<file path="config.mk">
export PLATFORM = sky130hd
export DESIGN_NAME = wb_commit_stage
export DESIGN_NICKNAME = d
export VERILOG_FILES = /design/src/rtl/wb_commit_stage_pkg.sv /design/src/rtl/wb_commit_stage_excp_encoder.sv /design/src/rtl/wb_commit_stage.sv
export SDC_FILE = /design/constraint.sdc
export NUM_CORES = 1
export LEC_CHECK = 0
export BUFFER_PORTS_ARGS = -buffer_cell sky130_fd_sc_hd__buf_2
export CORE_AREA = 2 2 308 310
export CTS_BUF_LIST = sky130_fd_sc_hd__clkbuf_16
export CTS_CLUSTER_DIAMETER = 200
export CTS_CLUSTER_SIZE = 16
export DETAILED_ROUTE_END_ITERATION = 7
export DIE_AREA = 0 0 310 312
export GPL_TIMING_DRIVEN = 0
export HOLD_SLACK_MARGIN = 0.08
export MAX_ROUTING_LAYER = met4
export SLEW_MARGIN = 20
export SYNTH_ARGS = -nofsm -noshare
export SYNTH_HDL_FRONTEND = slang
export SYNTH_SLANG_ARGS = --single-unit
</file>
<file path="constraint.sdc">
create_clock -name clk -period 4.8 [get_ports clk]
set_input_delay 0.96 -clock clk [delete_from_list [all_inputs] [get_ports clk]]
set_output_delay 0.96 -clock clk [all_outputs]
set_load 0.01 [all_outputs]
</file>
<file path="src/rtl/wb_commit_stage_pkg.sv">
// Shared constants for the write-back/commit stage: ECODE values, exception
// vector bit positions, bundle field widths and the squash FSM encoding.
package wb_commit_stage_pkg;

    localparam int PC_W      = 32;
    localparam int REG_W     = 5;
    localparam int DATA_W    = 32;
    localparam int CSR_NUM_W = 14;
    localparam int ECODE_W   = 6;
    localparam int SQ_CNT_W  = 3;

    localparam logic [ECODE_W-1:0] ECODE_INT  = 6'h00;
    localparam logic [ECODE_W-1:0] ECODE_PIL  = 6'h01;
    localparam logic [ECODE_W-1:0] ECODE_PIS  = 6'h02;
    localparam logic [ECODE_W-1:0] ECODE_PIF  = 6'h03;
    localparam logic [ECODE_W-1:0] ECODE_PME  = 6'h04;
    localparam logic [ECODE_W-1:0] ECODE_PPI  = 6'h07;
    localparam logic [ECODE_W-1:0] ECODE_ADE  = 6'h08;
    localparam logic [ECODE_W-1:0] ECODE_ALE  = 6'h09;
    localparam logic [ECODE_W-1:0] ECODE_SYS  = 6'h0B;
    localparam logic [ECODE_W-1:0] ECODE_BRK  = 6'h0C;
    localparam logic [ECODE_W-1:0] ECODE_INE  = 6'h0D;
    localparam logic [ECODE_W-1:0] ECODE_IPE  = 6'h0E;
    localparam logic [ECODE_W-1:0] ECODE_TLBR = 6'h3F;

    // Bit positions in the 16-wide exception vector (fetch-side causes sit above memory-side ones).
    localparam int EXCP_INT    = 15;
    localparam int EXCP_ADE    = 14;
    localparam int EXCP_TLBR_F = 13;
    localparam int EXCP_PIF    = 12;
    localparam int EXCP_PPI_F  = 11;
    localparam int EXCP_SYS    = 10;
    localparam int EXCP_BRK    = 9;
    localparam int EXCP_INE    = 8;
    localparam int EXCP_IPE    = 7;
    localparam int EXCP_ALE    = 6;
    localparam int EXCP_TLBR_M = 5;
    localparam int EXCP_PME    = 4;
    localparam int EXCP_PPI_M  = 3;
    localparam int EXCP_PIS    = 2;
    localparam int EXCP_PIL    = 1;

    typedef enum logic {
        WS_RUN    = 1'b0,
        WS_SQUASH = 1'b1
    } ws_state_t;

    // pos = distance from the MSB of the vector, so narrower vectors keep the same priority order.
    function automatic logic [ECODE_W-1:0] excp_pos_ecode(input int pos);
        case (pos)
            15 - EXCP_INT:    return ECODE_INT;
            15 - EXCP_ADE:    return ECODE_ADE;
            15 - EXCP_TLBR_F: return ECODE_TLBR;
            15 - EXCP_PIF:    return ECODE_PIF;
            15 - EXCP_PPI_F:  return ECODE_PPI;
            15 - EXCP_SYS:    return ECODE_SYS;
            15 - EXCP_BRK:    return ECODE_BRK;
            15 - EXCP_INE:    return ECODE_INE;
            15 - EXCP_IPE:    return ECODE_IPE;
            15 - EXCP_ALE:    return ECODE_ALE;
            15 - EXCP_TLBR_M: return ECODE_TLBR;
            15 - EXCP_PME:    return ECODE_PME;
            15 - EXCP_PPI_M:  return ECODE_PPI;
            15 - EXCP_PIS:    return ECODE_PIS;
            15 - EXCP_PIL:    return ECODE_PIL;
            default:          return 6'h00;
        endcase
    endfunction

endpackage

</file>
<file path="src/rtl/wb_commit_stage_excp_encoder.sv">
// One-hot exception vector to ECODE priority encoder; the highest set bit wins.
module wb_commit_stage_excp_encoder
    import wb_commit_stage_pkg::*;
#(
    parameter int EXCP_W = 16
) (
    input  logic [EXCP_W-1:0]  excp_num,
    output logic [ECODE_W-1:0] ecode
);

    always_comb begin
        ecode = 6'h00;
        // Ascending scan so the most significant set bit overrides lower ones.
        for (int k = 0; k < EXCP_W; k++) begin
            if (excp_num[k]) ecode = excp_pos_ecode(EXCP_W - 1 - k);
        end
    end

endmodule

</file>
<file path="src/rtl/wb_commit_stage.sv">
// Multi-lane write-back/commit stage: in-order commit, exception/ertn flush,
// post-flush squash window, same-destination resolution and instret counting.
module wb_commit_stage
    import wb_commit_stage_pkg::*;
#(
    parameter int LANES         = 2,
    parameter int EXCP_W        = 16,
    parameter int SQUASH_CYCLES = 2
) (
    input  logic                              clk,
    input  logic                              reset,
    output logic                              ws_allowin,
    input  logic                              ms_to_ws_valid,
    input  logic [LANES-1:0]                  ms_lane_valid,
    input  logic [LANES-1:0][PC_W-1:0]        ms_pc,
    input  logic [LANES-1:0][REG_W-1:0]       ms_dest,
    input  logic [LANES-1:0]                  ms_gr_we,
    input  logic [LANES-1:0][DATA_W-1:0]      ms_result,
    input  logic [LANES-1:0][EXCP_W-1:0]      ms_excp_num,
    input  logic [LANES-1:0][PC_W-1:0]        ms_badv,
    input  logic                              ms_ertn,
    input  logic                              ms_res_from_csr,
    input  logic                              ms_csr_we,
    input  logic [CSR_NUM_W-1:0]              ms_csr_num,
    input  logic [DATA_W-1:0]                 ms_csr_wmask,
    input  logic [DATA_W-1:0]                 ms_csr_wdata,
    input  logic [DATA_W-1:0]                 csr_rdata,
    output logic                              csr_we,
    output logic [CSR_NUM_W-1:0]              csr_num,
    output logic [DATA_W-1:0]                 csr_wmask,
    output logic [DATA_W-1:0]                 csr_wdata,
    output logic                              excp_flush,
    output logic                              ertn_flush,
    output logic [ECODE_W-1:0]                ecode,
    output logic [2:0]                        esubcode,
    output logic [PC_W-1:0]                   epc,
    output logic [PC_W-1:0]                   eaddr,
    output logic [LANES-1:0]                  rf_we,
    output logic [LANES-1:0][REG_W-1:0]       rf_waddr,
    output logic [LANES-1:0][DATA_W-1:0]      rf_wdata,
    output logic [LANES-1:0]                  fwd_valid,
    output logic [63:0]                       instret,
    output logic [LANES-1:0][PC_W-1:0]        debug_wb_pc,
    output logic [LANES-1:0][3:0]             debug_wb_rf_we,
    output logic [LANES-1:0][REG_W-1:0]       debug_wb_rf_wnum,
    output logic [LANES-1:0][DATA_W-1:0]      debug_wb_rf_wdata
);

    localparam int LW = (LANES > 1) ? $clog2(LANES) : 1;
    localparam logic [SQ_CNT_W-1:0] SQ_INIT = SQ_CNT_W'(SQUASH_CYCLES);

    logic                         ws_valid;
    logic                         ws_ready_go;
    logic [LANES-1:0]             lane_vld;
    logic [LANES-1:0][PC_W-1:0]   pc_r;
    logic [LANES-1:0][REG_W-1:0]  dest_r;
    logic [LANES-1:0]             gr_we_r;
    logic [LANES-1:0][DATA_W-1:0] result_r;
    logic [LANES-1:0][EXCP_W-1:0] excp_r;
    logic [LANES-1:0][PC_W-1:0]   badv_r;
    logic                         ertn_r;
    logic                         res_from_csr_r;
    logic                         csr_we_r;
    logic [CSR_NUM_W-1:0]         csr_num_r;
    logic [DATA_W-1:0]            csr_wmask_r;
    logic [DATA_W-1:0]            csr_wdata_r;

    ws_state_t                    state, state_nx;
    logic [SQ_CNT_W-1:0]          sq_cnt, sq_cnt_nx;

    logic [LANES-1:0]             lane_valid;
    logic [LANES-1:0]             lane_excp;
    logic [LANES-1:0]             kill;
    logic [LANES-1:0]             commit;
    logic [LANES-1:0]             gr_commit;
    logic [LW-1:0]                fault_lane;
    logic                         ertn_live;
    logic                         excp_seen;
    logic [2:0]                   ret_cnt;

    assign ws_ready_go = 1'b1;
    assign ws_allowin  = !ws_valid || ws_ready_go;

    // A bundle landing while the stage is (or is about to be) squashing is kept as a bubble.
    always_ff @(posedge clk) begin
        if (reset) begin
            ws_valid       <= 1'b0;
            lane_vld       <= '0;
            pc_r           <= '0;
            dest_r         <= '0;
            gr_we_r        <= '0;
            result_r       <= '0;
            excp_r         <= '0;
            badv_r         <= '0;
            ertn_r         <= 1'b0;
            res_from_csr_r <= 1'b0;
            csr_we_r       <= 1'b0;
            csr_num_r      <= '0;
            csr_wmask_r    <= '0;
            csr_wdata_r    <= '0;
        end else if (ws_allowin) begin
            ws_valid <= ms_to_ws_valid;
            if (ms_to_ws_valid) begin
                lane_vld       <= (state_nx == WS_SQUASH) ? '0 : ms_lane_valid;
                pc_r           <= ms_pc;
                dest_r         <= ms_dest;
                gr_we_r        <= ms_gr_we;
                result_r       <= ms_result;
                excp_r         <= ms_excp_num;
                badv_r         <= ms_badv;
                ertn_r         <= ms_ertn;
                res_from_csr_r <= ms_res_from_csr;
                csr_we_r       <= ms_csr_we;
                csr_num_r      <= ms_csr_num;
                csr_wmask_r    <= ms_csr_wmask;
                csr_wdata_r    <= ms_csr_wdata;
            end
        end
    end

    always_ff @(posedge clk) begin
        if (reset) begin
            state  <= WS_RUN;
            sq_cnt <= '0;
        end else begin
            state  <= state_nx;
            sq_cnt <= sq_cnt_nx;
        end
    end

    always_comb begin
        state_nx  = state;
        sq_cnt_nx = sq_cnt;
        case (state)
            WS_RUN: begin
                if (excp_flush || ertn_flush) begin
                    state_nx  = WS_SQUASH;
                    sq_cnt_nx = SQ_INIT;
                end
            end
            WS_SQUASH: begin
                sq_cnt_nx = sq_cnt - 1'b1;
                if (sq_cnt <= 1) state_nx = WS_RUN;
            end
            default: state_nx = WS_RUN;
        endcase
    end

    always_comb begin
        lane_valid = lane_vld & {LANES{ws_valid}};
        for (int i = 0; i < LANES; i++) lane_excp[i] = lane_valid[i] && (|excp_r[i]);

        fault_lane = '0;
        for (int i = LANES - 1; i >= 0; i--) begin
            if (lane_excp[i]) fault_lane = LW'(i);
        end

        ertn_live = lane_valid[0] && ertn_r;
        excp_seen = 1'b0;
        for (int i = 0; i < LANES; i++) begin
            kill[i]   = excp_seen || ((i > 0) && ertn_live);
            excp_seen = excp_seen || lane_excp[i];
        end

        commit    = lane_valid & ~lane_excp & ~kill;
        gr_commit = commit & gr_we_r;

        // Younger lane wins a shared nonzero destination; r0 writes pass through untouched.
        for (int i = 0; i < LANES; i++) begin
            rf_we[i] = gr_commit[i];
            for (int j = i + 1; j < LANES; j++) begin
                if (gr_commit[j] && (dest_r[j] == dest_r[i]) && (dest_r[i] != '0)) rf_we[i] = 1'b0;
            end
        end

        ret_cnt = '0;
        for (int i = 0; i < LANES; i++) ret_cnt = ret_cnt + {2'b00, commit[i]};
    end

    always_ff @(posedge clk) begin
        if (reset) instret <= '0;
        else       instret <= instret + 64'(ret_cnt);
    end

    wb_commit_stage_excp_encoder #(.EXCP_W(EXCP_W)) u_excp_encoder (
        .excp_num (excp_r[fault_lane]),
        .ecode    (ecode)
    );

    assign excp_flush = |lane_excp;
    assign ertn_flush = ertn_live && !lane_excp[0];
    assign esubcode   = 3'd0;
    assign epc        = pc_r[fault_lane];
    assign eaddr      = badv_r[fault_lane];

    assign csr_we     = csr_we_r && lane_valid[0] && !lane_excp[0];
    assign csr_num    = csr_num_r;
    assign csr_wmask  = csr_wmask_r;
    assign csr_wdata  = csr_wdata_r;

    assign rf_waddr   = dest_r;
    assign fwd_valid  = lane_valid & gr_we_r;

    always_comb begin
        rf_wdata = result_r;
        if (res_from_csr_r) rf_wdata[0] = csr_rdata;
        for (int i = 0; i < LANES; i++) begin
            debug_wb_pc[i]       = pc_r[i];
            debug_wb_rf_we[i]    = {4{rf_we[i]}};
            debug_wb_rf_wnum[i]  = dest_r[i];
            debug_wb_rf_wdata[i] = rf_wdata[i];
        end
    end

endmodule
</file>
==> out/results.txt <==
worst setup path end: rf_we[1]
Placed Cells: 3780
WL/cell: 21.4 microns
Hold/Removal Path Class: reg2reg
initial DRC count: 824
Rel. slew slack: 0.282
crit path max-delay cell type: nor2_1
Inserted Clock Buffers: 28
Leakage: 0.0116 uW
Crit path required time: 3.84 ns
largest area contributor in the netlist: dfxtp_1
vias in the first global route: 14900
PwrDens: 302 mW/mm^2
reg-to-reg critical path endpoint: instret[63]
gr ovfl total: 0
GP Congestion: 0.893
detailed placement HPWL: 68400 microns
post-route insts no fill: 3819
f_max: 0.222 GHz
complex-gate fraction of the synthesized area: 0.0426
via count: 15500
register area share after synthesis: 0.458
cell count after synthesis: 1731
synth top area cells: dfxtp_1 46%, mux2i_1 19%, nor2_1 8.2%
main flop type after synthesis: dfxtp_1
TritonCTS clock tree: done
total power: 7040 uW
CTS root buffer: clkbuf_16
R2R setup slack: 0.38 ns
initial antenna violation count: 19
crit path from: excp_r[13]
measured slew at the worst slew-check pin: 1.08 ns
Syn Area/Cell: 9.79 sq um
Pins Over Slew Limit: 0
clk buf depth: 3
FF+latch count, synth: 388
largest net degree at the start of global routing: 17
Port Buffers: 791
R2R Path Start: excp_r[13]
worst r2r path cells: 11
1st-pass router iterations: 5
Chip Width: 310 microns
io pins: 797
Synth Area in XOR/XNOR: 0.0155
fin area: 0.0233 sq mm
number of flops mapped to enable cells by yosys: 0
H-tree level count: 1
largest family of logic cells by synthesized area: multiplexers
adder-cell share of the synthesized area: 0.00340
global-route wire length before repair: 110000 microns
Max stage delay on crit path: 0.78 ns
multiplexer area fraction after synthesis: 0.257
critical setup path kind: reg2out
overall global routing resource usage: 0.164
Netlist cell types: 50
Layout Area Growth over Synthesis: 37.6%
WP data arrival: 3.54 ns
Final Hold Vio Count: 0
Setup TNS: 0 ns
# rows: 112
status: complete, no violations
post-synthesis instance area: 0.0169 sq mm
Clock transition at path regs: 0.08 ns
synth warn: 0
crit-path cells: nor4_1 -> nand4_1 -> o31ai_1 -> nand2_1 -> nor2_1 -> buf_4 -> buf_2
Core Box Area: 0.0930 sq mm
clk sinks: 388
Worst setup EP type: output port
dpl cell area: 0.0225 sq mm
Async SR Flop Fraction: 0
startpoint types: register
hold slack: 0.491 ns
Post-Synth Simple-Gate Area: 0.141
DRC Markers: 0
RSZ-0062 raised after global routing: no
Crit Path Max Fanout: 7
Final period util: 0.937
crit path time final: 4.50 ns
Final nets: 2914
Routed Antenna Nets: 0
clk_lat worst skew: 0.60 ns
DIE AREA: 0.0967 sq mm
vias per std cell: 4.06
max-cap viol count: 0
Clock Skew: 0.0134 ns
Synth top area share: 0.458
VDD IR max: 286 uV
height of the die: 312 microns
DRT Wirelength: 81900 microns
final setup vio count: 0
Initial Utilization: 0.182
layout cell share with drive strength beyond 1: 0.420
-- metal layers --
layer,track usage,wire length (microns),up-vias
met1,0.185,32800,7317
met4,0.0509,2760,0
met5,-,0,-
met2,0.293,41500,610
li1,-,-,7456
met3,0.0264,4870,109
-- cell usage after synthesis, drive strengths merged (9+ instances only) --
library cell and instances:
a21oi 24, buf 169, clkbuf 52, dfxtp 388, inv 20, mux2 100, mux2i 320, nand2 35
nand3 16, nand4 25, nor2 372, nor2b 9, nor3 11, o21ai 20, o311ai 14, o31ai 15
o41ai 11, or2 12, or3 12, or4 14, xor2 22
-- where the power goes --
part	switching, uW	internal (uW)	leakage (uW)
clock	1200	1070	0.000364
combinational	697	569	0.00806
sequential	130	3380	0.00319
total	2030	5010	0.0116
-- cell usage in the layout (no fill, tap or decap), types with 8 or more instances in the layout --
| cell type | n |
|---|---|
| nand2_1 | 35 |
| and3_1 | 8 |
| dfxtp_1 | 388 |
| o21ai_0 | 20 |
| buf_2 | 800 |
| clkbuf_1 | 49 |
| clkbuf_16 | 29 |
| buf_4 | 119 |
| o41ai_1 | 11 |
| nor3_1 | 10 |
| o31ai_1 | 15 |
| a21oi_1 | 24 |
| mux2_2 | 93 |
| nand3_1 | 16 |
| mux2i_1 | 320 |
| nand4_1 | 25 |
| xnor2_1 | 8 |
| o311ai_0 | 13 |
| or2_2 | 11 |
| nor2_1 | 372 |
| or3_1 | 12 |
| diode_2 | 9 |
| buf_1 | 38 |
| nor2b_1 | 9 |
| or4_1 | 13 |
| xor2_1 | 22 |
| inv_1 | 20 |
-- state kept, by name, summed over array words and instances, names as in the netlist, 10 cells and up --
| register | count |
|---|---|
| badv_r | 64 |
| csr_num | 14 |
| csr_wdata | 32 |
| csr_wmask | 32 |
| debug_wb_pc | 64 |
| debug_wb_rf_wdata | 32 |
| debug_wb_rf_wnum | 10 |
| excp_r | 32 |
| instret | 64 |
| result_r | 32 |
-- worst min path at each step --
stage          depth (start not counted)  slack (ns)      start        end
3_3_place_gp                           1        0.47  sq_cnt[2]  sq_cnt[2]
5_1_grt                                1        0.51  sq_cnt[2]  sq_cnt[2]
4_1_cts                                1        0.49  sq_cnt[2]  sq_cnt[2]
2_1_floorplan                          1        0.45  sq_cnt[2]  sq_cnt[2]
3_5_place_dp                           1        0.47  sq_cnt[2]  sq_cnt[2]
6_report                               1        0.49  sq_cnt[2]  sq_cnt[2]
-- worst max-delay path, delay by kind of cell (launching register included) --
family	cells	cell delay [ns]
flops	1	0.43
simple gates	4	1.70
buf+inv	2	0.38
compound gates	1	0.41
-- final cells by class --
cell class	instances	area (sq um)
diodes	9	22.5
plain buffers	221	1310
clock buffers	29	726
clock inverters	1	16.3
fillers	10300	69700
inverters	20	75.1
multi-input cells	1104	7820
flip-flops and latches	388	7770
well taps	1254	1570
repair buffers	793	4000
-- through the flow --
step                       util  worst slack, ns
final                     0.251            0.305
after global routing      0.250           0.0417
after CTS                 0.250           0.0603
after detailed placement  0.242          -0.0173
after global placement    0.242           -0.891
after floorplan               -             1.28
-- kinds of logic (layout without fill, tap and decap cells) --
logic type / after synthesis / in the layout
AND/OR/NAND/NOR: 542 / 542
multiplexers: 420 / 420
flip-flops: 388 / 388
buffers and inverters: 241 / 1064
AO/OA/AOI/OAI: 104 / 104
XOR/XNOR: 30 / 30
adder cells (fa/ha/maj): 4 / 4
other: 2 / 13
-- what timing repair did --
item,in CTS,in global routing
setup endpoints to repair,3,6
hold endpoints to repair,0,0
setup buffers,0,0
resized for setup,1,1
hold buffers,0,0
pin swaps,0,1
Note: power is estimated with default switching activity, not from simulation.
